--- src/rtl/imem_fetch.sv ---
// rtl/imem_fetch.sv - instruction fetch unit with 2-entry fetch buffer and redirect handling
module imem_fetch #(
  parameter logic [31:0] RESET_PC   = 32'h4000_0000,
  parameter int          FIFO_DEPTH = 2
) (
  input  logic        clk,
  input  logic        rst,
  input  logic        redirect_valid,
  input  logic [31:0] redirect_pc,
  output logic        imem_en,
  output logic [12:0] imem_addr,
  input  logic [31:0] imem_rdata,
  output logic        out_valid,
  output logic [31:0] out_pc,
  output logic [31:0] out_inst,
  input  logic        out_ready,
  output logic        fetch_fault
);

  localparam logic [1:0] FULL = FIFO_DEPTH[1:0];

  logic [31:0] pc_q, pc_d;
  logic [1:0]  count_q, count_d;
  logic        fault_q, fault_d;
  // Slot 0 is always the head; slot 1 only holds data when two entries are buffered.
  logic [31:0] pc0_q, pc0_d, inst0_q, inst0_d;
  logic [31:0] pc1_q, pc1_d, inst1_q, inst1_d;

  logic        pop;
  logic        fetch;
  logic [1:0]  wr_idx;

  // A redirect cancels both the consumer handshake and the memory read of this cycle.
  assign pop    = (count_q != 2'd0) && out_ready && !redirect_valid;
  assign fetch  = !rst && !fault_q && !redirect_valid && ((count_q < FULL) || pop);
  // Slot the new word lands in, after accounting for the head leaving this cycle.
  assign wr_idx = count_q - {1'b0, pop};

  assign imem_en     = fetch;
  assign imem_addr   = pc_q[12:0];
  assign out_valid   = (count_q != 2'd0);
  assign out_pc      = pc0_q;
  assign out_inst    = inst0_q;
  assign fetch_fault = fault_q;

  // Next-state: redirect flushes and reloads pc; otherwise shift on pop and append on fetch.
  always_comb begin
    pc_d    = pc_q;
    count_d = count_q;
    fault_d = fault_q;
    pc0_d   = pc0_q;
    inst0_d = inst0_q;
    pc1_d   = pc1_q;
    inst1_d = inst1_q;
    if (redirect_valid) begin
      count_d = 2'd0;
      pc_d    = redirect_pc;
      fault_d = (redirect_pc[1:0] != 2'b00);
    end else begin
      // Only shift when a second entry exists, so the head holds its value once drained.
      if (pop && (count_q == 2'd2)) begin
        pc0_d   = pc1_q;
        inst0_d = inst1_q;
      end
      if (fetch) begin
        pc_d = pc_q + 32'd4;
        if (wr_idx == 2'd0) begin
          pc0_d   = pc_q;
          inst0_d = imem_rdata;
        end else begin
          pc1_d   = pc_q;
          inst1_d = imem_rdata;
        end
      end
      count_d = count_q + {1'b0, fetch} - {1'b0, pop};
    end
  end

  // State register; reset wins over redirect and handshake.
  always_ff @(posedge clk) begin
    if (rst) begin
      pc_q    <= RESET_PC;
      count_q <= 2'd0;
      fault_q <= 1'b0;
      pc0_q   <= 32'd0;
      inst0_q <= 32'd0;
      pc1_q   <= 32'd0;
      inst1_q <= 32'd0;
    end else begin
      pc_q    <= pc_d;
      count_q <= count_d;
      fault_q <= fault_d;
      pc0_q   <= pc0_d;
      inst0_q <= inst0_d;
      pc1_q   <= pc1_d;
      inst1_q <= inst1_d;
    end
  end

endmodule

--- config.mk ---
export PLATFORM = sky130hd
export DESIGN_NAME = imem_fetch
export DESIGN_NICKNAME = d
export VERILOG_FILES = /design/src/rtl/imem_fetch.sv
export SDC_FILE = /design/constraint.sdc
export NUM_CORES = 1
export LEC_CHECK = 0
export BUFFER_PORTS_ARGS = -buffer_cell sky130_fd_sc_hd__buf_2
export CAP_MARGIN = 15
export CORE_MARGIN = 10
export CORE_UTILIZATION = 32
export CTS_BUF_LIST = sky130_fd_sc_hd__clkbuf_8
export CTS_CLUSTER_DIAMETER = 100
export DETAILED_ROUTE_END_ITERATION = 16
export PLACE_DENSITY = 0.62
export SLEW_MARGIN = 20
export SYNTH_ARGS = -nofsm -noshare
export SYNTH_HDL_FRONTEND = slang
export SYNTH_SLANG_ARGS = --single-unit
--- constraint.sdc ---
create_clock -name clk -period 2.34 [get_ports clk]
set_input_delay 0.234 -clock clk [delete_from_list [all_inputs] [get_ports clk]]
set_output_delay 0.234 -clock clk [all_outputs]
set_load 0.02 [all_outputs]
==> qor.yml, run 1 <==
logic_synthesis:
  synthSimpleGateAreaFrac: 0.1902
  synthCells: 819
  yosysSeqAreaShare: 0.4602
  synth_top_family_by_area: "simple AND/OR/NAND/NOR gates"
  ys.flop_type: "dfxtp_1"
  synth_cell_types: 50
  synth-edff-count: 0
  avgSynthCellArea_um2: 8.658
  synth_nets: 888
  syn_area_mm2: 0.007091
  synth-xor-area-share: 0.02470
  muxShareOfSynthArea: 0.09317
  synth_fa_ha_area_frac: 0.001765
  synth_top_area_frac: 0.4602
  ys_top_cells_by_area: "dfxtp_1, mux2i_1, a211oi_1"
  synth.most_common_cell: "dfxtp_1"
  synthTopCellsByCount: "dfxtp_1, nand2_1, nor2_1"
  yosys.area.top_type: "dfxtp_1"
  ys_ff_latch: 163
  async_reset_ff_frac: 0
  synth-compound-area-share: 0.1620
  synth_warnings: 0
routing:
  ant_nets: 0
  routed_wl_um: 20300
  wl_per_cell_um: 16.44
  vias: 6133
  dr.pass1.iters: 5
  drtIter0Drc: 391
  viasPerCell: 4.966
  drc: 0
place:
  post-place-cells: 1179
  io_buffers: 147
  gp_congestion: 0.7828
  dpl_worst_slack_ns: 0.2826
  placed_cell_area_mm2: 0.007929
  dpl.hpwl_um: 13290
final_layout:
  fin_nets: 1012
  antenna_cells: 0
  post-route-util: 0.3947
  final_area_mm2: 0.008615
  drive_above_1_share: 0.2147
  finalNonFillerCells: 1235
  area_delta_synth_final_pct: 21.49
sta:
  holdWs_ns: 0.03756
  finalSetupTns_ns: 0
  rsz0062_at_grt: "false"
  final.min_clock_period_ns: 2.056
  setup_violations: 0
  skew_ns: 0.01764
  slew_headroom: 0.5071
  hold_viol: 0
  tightest_slew_ns: 0.7394
  finalCritPeriodShare: 0.8788
  slew_viol_final: 0
  timing.fmax_mhz: 486.3
  setup_ws_ns: 0.2837
global_routing:
  grt_pass1_vias: 6108
  grt_max_degree: 160
  grt_overflow: 0
  grt_usage: 0.1394
  grt_pass1_wl_um: 32700
  antenna_found_initial: 0
floorplanning:
  die_w_um: 168.9
  io_pins: 148
  core_mm2: 0.02182
  dieArea_mm2: 0.02851
  initial_utilization: 0.3249
  core.rowCount: 54
  fp.dieH_um: 168.9
power_and_ir_drop:
  vdd_drop_max_mv: 0.3118
  p_leak_nw: 3.238
  p_total_mw: 6.022
  p_per_area_mw_per_mm2: 699.0
setup_path:
  critical_path_required_ns: 2.70
  r2r-end: "pc_q[23]"
  endpoint_kind: "register"
  worst-setup-path-type: "register to register"
  worstRegToRegCells: 5
  setup.worst_path.start_class: "register"
  cp_max_fo: 11
  r2r_setup_slack_ns: 0.28
  crit_arrival_ns: 2.42
  r2r_start: "pc_q[5]"
clocking:
  insertion_delay_ns: 0.46
  postCtsSetupBuffers: 0
  clk_path_buf_depth: 2
  htree_num_levels: 4
  cts_hold_buf: 25
  clock_sinks: 163
  cts_resized: 0
  cts_tree: "yes"
  path_clk_slew_ns: 0.08
  cts_buffers: 17
  cts-root-buf: "clkbuf_8"
flow_run:
  drv_cap: 0
min_path:
  hold_path.class: "primary input to register"
  hold_end: "inst1_q[2]"
  min_path_cells: 3
  hp-start: "imem_rdata[2]"
status:
  outcome: "finished clean"
layout by cell type, fill, tap and decap left out, types with 6 or more instances in the layout:
cell type      synthesis  final
and3_1                 7      6
nand2_1              142    141
buf_12                 0      6
xor2_1                11     11
dfxtp_1              163    163
buf_2                  6    146
buf_4                 21      9
nand3_1                9      9
nand4_1               15     15
xnor2_1                9      9
inv_1                  6      8
a211oi_1              83     83
clkbuf_8               0     20
a21oi_1               69     69
dlygate4sd3_1          0     25
nor2_1                99     99
mux2i_1               66     66
area by class of cell:
type	instances	area [um^2]
clock buffers	20	275.3
clock inverters	11	160.2
fillers	2186	13210
inverters	8	30.03
multi-input cells	567	3367
flip-flops and latches	163	3263
well taps	280	350.3
repair buffers	186	1169
state kept, by name, summed over array words and instances (netlist names):
name	count
pc_q	32
count_q	2
pc1_q	32
out_inst	32
out_pc	32
inst1_q	32
fetch_fault	1
critical path: stages (launching register included):
cell,delay (ns)
dfxtp_1,0.46
and2_0,0.38
and4_1,0.54
nand4_1,0.16
xor2_1,0.17
a211oi_1,0.25
worst max path at each step:
stage	startpoint	end	slack [ns]	cells after the start
CTS	pc_q[5]	pc_q[23]	0.29	5
floorplan	fetch_fault	pc1_q[19]	0.66	8
finish	pc_q[5]	pc_q[23]	0.28	5
detailed placement	redirect_valid	pc_q[23]	0.28	6
global route	pc_q[5]	pc_q[23]	0.07	5
global placement	redirect_valid	pc_q[19]	0.34	6
routing by layer:
metal	up-vias	part of all wire	track usage
li1	3091	-	-
met5	-	0	0
met1	2874	0.47	0.1806
met3	14	0.060	0.04284
met2	154	0.46	0.2174
met4	0	0.010	0.04164
report_power, final:
part	internal (mW)	total [mW]	switching (mW)
Clock	1.23	2.29	1.06
Combinational	0.281	0.714	0.433
Sequential	2.90	3.02	0.117
Total	4.41	6.02	1.61
cells by family (layout without fill, tap and decap cells):
logic type               count (synthesis)  count (layout)
multiplexers                            66              66
XOR/XNOR                                20              20
flip-flops                             163             163
AO/OA/AOI/OAI                          174             174
buffers and inverters                   89             225
adder cells (fa/ha/maj)                  1               1
AND/OR/NAND/NOR                        306             306
Power figures use the tool's default switching activity.
==> run 2, diff against run 1 <==
--- a/config.mk
+++ b/config.mk
@@ -8,12 +8,13 @@
 export BUFFER_PORTS_ARGS = -buffer_cell sky130_fd_sc_hd__buf_2
 export CAP_MARGIN = 15
 export CORE_MARGIN = 10
-export CORE_UTILIZATION = 32
+export CORE_UTILIZATION = 30
 export CTS_BUF_LIST = sky130_fd_sc_hd__clkbuf_8
 export CTS_CLUSTER_DIAMETER = 100
 export DETAILED_ROUTE_END_ITERATION = 16
-export PLACE_DENSITY = 0.62
+export PLACE_DENSITY = 0.6
 export SLEW_MARGIN = 20
 export SYNTH_ARGS = -nofsm -noshare
 export SYNTH_HDL_FRONTEND = slang
 export SYNTH_SLANG_ARGS = --single-unit
+export TNS_END_PERCENT = 20
==> run 2 against run 1 <==
Effect of this change:
- first-iteration DRC count rose by 7.2%
- global-route usage decreased by 0.78 points
- setup slack got worse by 0.027 ns
- final cell count is 3.2% higher
- count of clock-buffer cells in the layout fell by 1
- total power fell by 5.9%
- critical path type is now register to primary output
- critical endpoint is now imem_en
- largest cell class unchanged
==> qor.yml, run 2 (synthesized netlist as in run 1, its figures left out) <==
status:
  outcome: "finished clean"  # unchanged
power_and_ir_drop:
  p_leak_nw: 3.180  # was 3.238 nW
  vdd_drop_max_mv: 0.3303  # was 0.3118 mV
  p_per_area_mw_per_mm2: 663.0  # was 699.0 mW/mm^2
routing:
  ant_nets: 0  # unchanged
  wl_per_cell_um: 15.79  # was 16.44 um
  viasPerCell: 4.759  # was 4.966
  dr.pass1.iters: 5  # unchanged
  vias: 6063  # was 6133
  drc: 0  # unchanged
  routed_wl_um: 20120  # was 20300 um
  drtIter0Drc: 419  # was 391
clocking:
  clock_sinks: 163  # unchanged
  insertion_delay_ns: 0.46  # about the same
  cts-root-buf: "clkbuf_8"  # unchanged
  clk_path_buf_depth: 2  # unchanged
  cts_resized: 0  # unchanged
  htree_num_levels: 4  # unchanged
  path_clk_slew_ns: 0.10  # was 0.08 ns
  cts_hold_buf: 24  # was 25
  cts_tree: "yes"  # unchanged
  postCtsSetupBuffers: 0  # unchanged
  cts_buffers: 17  # unchanged
setup_path:
  setup.worst_path.start_class: "register"  # unchanged
  crit_arrival_ns: 1.85  # was 2.42 ns
  r2r-end: "pc_q[31]"  # was pc_q[23]
  critPathCapture: "imem_en"  # was pc_q[23]
  crit_start: "fetch_fault"  # was pc_q[5]
  worstRegToRegCells: 5  # unchanged
  worst-setup-path-type: "register to primary output"  # was register to register
  critical_path_required_ns: 2.11  # was 2.70 ns
  r2r_setup_slack_ns: 0.30  # was 0.28 ns
  r2r_start: "pc_q[5]"  # unchanged
  endpoint_kind: "primary output"  # was register
  cp_max_fo: 9  # was 11
sta:
  holdWs_ns: 0.02116  # was 0.03756 ns
  skew_ns: 0.01357  # was 0.01764 ns
  finalSetupTns_ns: 0  # unchanged
  hold_viol: 0  # unchanged
  tightest_slew_ns: 0.8423  # was 0.7394 ns
  final.min_clock_period_ns: 2.083  # was 2.056 ns
  timing.fmax_mhz: 480.1  # was 486.3 MHz
  rsz0062_at_grt: "false"  # unchanged
  setup_violations: 0  # unchanged
  finalCritPeriodShare: 0.8902  # was 0.8788
  slew_viol_final: 0  # unchanged
  slew_headroom: 0.4385  # was 0.5071
  setup_ws_ns: 0.2570  # was 0.2837 ns
floorplanning:
  core_mm2: 0.02333  # was 0.02182 mm^2
  die_w_um: 173.7  # was 168.9 um
  dieArea_mm2: 0.03018  # was 0.02851 mm^2
  core.rowCount: 56  # was 54
  fp.dieH_um: 173.7  # was 168.9 um
  io_pins: 148  # unchanged
  initial_utilization: 0.3039  # was 0.3249
final_layout:
  area_delta_synth_final_pct: 20.52  # was 21.49%
  final_area_mm2: 0.008546  # was 0.008615 mm^2
  finalNonFillerCells: 1274  # was 1235
  layout_commonest_cell: "dfxtp_1"  # unchanged
  antenna_cells: 0  # unchanged
  layout_common_cells: "dfxtp_1, buf_2, nand2_1, nor2_1, a211oi_1"  # unchanged
  drive_above_1_share: 0.2157  # was 0.2147
  fin_nets: 1011  # was 1012
global_routing:
  antenna_found_initial: 0  # unchanged
  grt_usage: 0.1316  # was 0.1394
  grt_overflow: 0  # unchanged
  grt_pass1_wl_um: 32610  # was 32700 um
  grt_pass1_vias: 5948  # was 6108
  grt_max_degree: 160  # unchanged
flow_run:
  drv_cap: 0  # unchanged
min_path:
  hold_path.class: "primary input to register"  # unchanged
place:
  dpl_worst_slack_ns: 0.3124  # was 0.2826 ns
  dpl.hpwl_um: 13400  # was 13290 um
  placed_cell_area_mm2: 0.007933  # was 0.007929 mm^2
  gp_congestion: 0.7427  # was 0.7828
  io_buffers: 147  # unchanged
  post-place-cells: 1217  # was 1179
run 2: changes by cell type in the layout (fill, tap and decap cells not counted):
cell,previous run,this run
inv_6,0,4
buf_12,6,3
inv_1,8,7
bufinv_16,4,0
clkinv_4,0,4
clkinv_2,2,1
clkbuf_8,20,19
buf_4,9,11
run 2: layout make-up:
class                   instances  area, um^2
repair buffers                185        1124
inverters                       8       30.03
well taps                     319       399.1
fillers                      2422       14790
clock buffers                  19       261.5
flip-flops and latches        163        3263
clock inverters                13       101.3
multi-input cells             567        3367
run 2: layer usage:
layer	wire (um)	part of all wire	track usage	up-vias
met2	9027	0.45	0.2046	146
li1	-	-	-	3100
met4	237	0.012	0.04382	0
met1	9949	0.49	0.1747	2802
met3	904	0.045	0.03137	15
met5	0	0	0	-
run 2: worst min-delay path by stage:
stage | startpoint | to | slack (ns) | cells past startpoint
2_1_floorplan | redirect_pc[27] | pc_q[27] | 0.36 | 2
3_3_place_gp | inst1_q[30] | inst1_q[30] | 0.44 | 2
3_5_place_dp | pc1_q[0] | pc1_q[0] | 0.45 | 2
4_1_cts | imem_rdata[13] | inst1_q[13] | 0.0006 | 3
5_1_grt | imem_rdata[18] | inst1_q[18] | 0.0008 | 3
6_report | imem_rdata[13] | inst1_q[13] | 0.02 | 3
run 2: per-stage QoR:
stage | utilization | power [mW]
global route | 0.3663 | 5.942
floorplan | - | 3.507
global placement | 0.3400 | 3.762
finish | 0.3663 | 5.666
detailed placement | 0.3400 | 3.767
CTS | 0.3658 | 5.746
run 2: report_power, final:
| group | total (mW) | switching [mW] | internal, mW |
|---|---|---|---|
| registers | 3.02 | 0.118 | 2.90 |
| logic | 0.710 | 0.433 | 0.276 |
| clock network | 1.94 | 1.13 | 0.805 |
| total | 5.67 | 1.68 | 3.98 |
run 2: worst max-delay path, stage by stage (launching register included):
cell and delay [ns]:
dfxtp_1 0.40, nor3_4 0.36, nand2_2 0.23, inv_2 0.18
buf_2 0.21
==> run 3, diff against run 2 <==
--- a/config.mk
+++ b/config.mk
@@ -13,6 +13,7 @@
 export CTS_CLUSTER_DIAMETER = 100
 export DETAILED_ROUTE_END_ITERATION = 16
 export PLACE_DENSITY = 0.6
+export SETUP_SLACK_MARGIN = 0.4
 export SLEW_MARGIN = 20
 export SYNTH_ARGS = -nofsm -noshare
 export SYNTH_HDL_FRONTEND = slang
==> run 3 against run 2 <==
Effect of this change:
- first-iteration DRC count unchanged
- count of clock-buffer cells in the layout unchanged
- via count increased by 0.63%
- hold slack improved by 0.0029 ns
- cell area increased by 0.73%
- routed wire length increased by 0.29%
- clock power about the same
- total power about the same
- highest routed layer unchanged
- critical path type unchanged
- critical path depth unchanged
==> qor.yml, run 3 (synthesized netlist as in run 1, its figures left out) <==
status:
  outcome: "finished clean"  # unchanged
sta:
  finalCritPeriodShare: 0.7959  # was 0.8902
  slew_headroom: 0.5264  # was 0.4385
  holdWs_ns: 0.02409  # was 0.02116 ns
  tightest_slew_ns: 0.7104  # was 0.8423 ns
  final.min_clock_period_ns: 1.862  # was 2.083 ns
  rsz0062_at_grt: "true"  # was false
  timing.fmax_mhz: 537.0  # was 480.1 MHz
  setup_violations: 0  # unchanged
  hold_viol: 0  # unchanged
  slew_viol_final: 0  # unchanged
  skew_ns: 0.01386  # was 0.01357 ns
  finalSetupTns_ns: 0  # unchanged
global_routing:
  antenna_found_initial: 0  # unchanged
  grt_max_degree: 160  # unchanged
  grt_usage: 0.1318  # was 0.1316
  grt_overflow: 0  # unchanged
  grt_pass1_wl_um: 32690  # was 32610 um
  grt_pass1_vias: 5968  # was 5948
final_layout:
  layout_commonest_cell: "dfxtp_1"  # unchanged
  multi_input_area_mm2: 0.003407  # was 0.003367 mm^2
  layout_common_cells: "dfxtp_1, buf_2, nand2_1, nor2_1, a211oi_1"  # unchanged
  drive_above_1_share: 0.2301  # was 0.2157
  antenna_cells: 0  # unchanged
  area_delta_synth_final_pct: 21.40  # was 20.52%
  fillCellCount: 2417  # was 2422
  regArea_mm2: 0.003271  # was 0.003263 mm^2
  fin_nets: 1012  # was 1011
routing:
  dr.pass1.iters: 5  # unchanged
  wl_per_cell_um: 15.83  # was 15.79 um
  drc: 0  # unchanged
  drtIter0Drc: 419  # unchanged
  ant_nets: 0  # unchanged
  viasPerCell: 4.785  # was 4.759
  vias: 6101  # was 6063
  routed_wl_um: 20180  # was 20120 um
setup_path:
  setup.worst_path.start_class: "register"  # unchanged
  worstPathCellList: "nand2b_1 > nand2_2 > inv_2 > buf_2"  # was nor3_4 > nand2_2 > inv_2 > buf_2
  cp_max_fo: 9  # unchanged
  critical_path_required_ns: 2.11  # about the same
  r2r_start: "pc_q[2]"  # was pc_q[5]
  crit_start: "count_q[1]"  # was fetch_fault
  crit_arrival_ns: 1.63  # was 1.85 ns
  crit_buf_inv: 2  # unchanged
  slowest_stage: "dfxtp_2"  # was dfxtp_1
  crit_family: "simple AND/OR/NAND/NOR gates"  # unchanged
  max_stage_delay_ns: 0.38  # was 0.40 ns
  worst-setup-path-type: "register to primary output"  # unchanged
  endpoint_kind: "primary output"  # unchanged
power_and_ir_drop:
  p_leak_nw: 3.225  # was 3.180 nW
  p_per_area_mw_per_mm2: 657.9  # was 663.0 mW/mm^2
  p_total_mw: 5.663  # was 5.666 mW
  vdd_drop_max_mv: 0.3322  # was 0.3303 mV
floorplanning:
  io_pins: 148  # unchanged
  core.rowCount: 56  # unchanged
  core_mm2: 0.02333  # unchanged
  die_w_um: 173.7  # unchanged
  fp.dieH_um: 173.7  # unchanged
  dieArea_mm2: 0.03018  # unchanged
  initial_utilization: 0.3039  # unchanged
clocking:
  path_clk_slew_ns: 0.09  # was 0.10 ns
  cts_buffers: 17  # unchanged
  insertion_delay_ns: 0.46  # about the same
  cts-root-buf: "clkbuf_8"  # unchanged
  clock_sinks: 163  # unchanged
  htree_num_levels: 4  # unchanged
  cts_tree: "yes"  # unchanged
  clk_path_buf_depth: 2  # unchanged
min_path:
  hp-start: "imem_rdata[13]"  # unchanged
  hold_path.class: "primary input to register"  # unchanged
flow_run:
  drv_cap: 0  # unchanged
place:
  dpl.hpwl_um: 13400  # unchanged
  io_buffers: 147  # unchanged
  gp_congestion: 0.7427  # unchanged
==> run 3: cell count changes in the layout (fill, tap and decap cells not counted), sizes merged <==
cell,delta
buf,+1
==> run 3: final timing paths <==
check	end	slack, ns	depth (start not counted)
setup / recovery	imem_en	0.48	4
hold / removal	inst1_q[13]	0.02	3
setup reg to reg	pc_q[26]	0.49	6
hold reg to reg	inst1_q[0]	0.46	2
==> run 3: area by class of cell <==
cell class | instances | area share
inverters | 8 | 0.003488
clock inverters | 13 | 0.01177
flip-flops and latches | 163 | 0.3799
clock buffers | 19 | 0.03038
repair buffers | 186 | 0.1323
well taps | 319 | 0.04637
multi-input cells | 567 | 0.3958
==> run 3: repair_timing <==
item | CTS | global route
endpoints found under the hold margin | 24 | 1
resized for setup | 3 | 15
setup buffers | 1 | 0
hold buffers | 24 | 1
pin swaps | 1 | 0
endpoints found under the setup margin | 62 | 94
==> run 3: power breakdown <==
group / internal, mW / leakage [nW] / total, mW / switching, mW
clock network: 0.805 / 0.181 / 1.93 / 1.13
registers: 2.90 / 1.33 / 3.02 / 0.118
logic: 0.278 / 1.71 / 0.711 / 0.433
==> run 3: per-layer routing <==
layer  GRT usage  wire, um  up-vias
met5           0         0        -
met4     0.04382       285        0
met3     0.03180       945       17
met2      0.2057      9166      167
met1      0.1742      9779     2820
li1            -         -     3097
==> run 3: worst register-to-register path, delay by kind of cell (launching register included) <==
kind	cells	cell delay, ns
fa+ha+maj	1	0.19
simple gates	3	0.83
xor+xnor	1	0.12
flops	1	0.42
compound gates	1	0.19
==> run 3: through the flow <==
stage               setup WS (ns)  utilization  cell area, um^2  instances
floorplan                  0.6575            -             7091        819
global placement           0.3292       0.3400             7933       1217
detailed placement         0.3124       0.3400             7933       1217
CTS                        0.3801       0.3663             8547       1274
global route               0.3187       0.3689             8608       1275
finish                     0.4776       0.3689             8608       1275
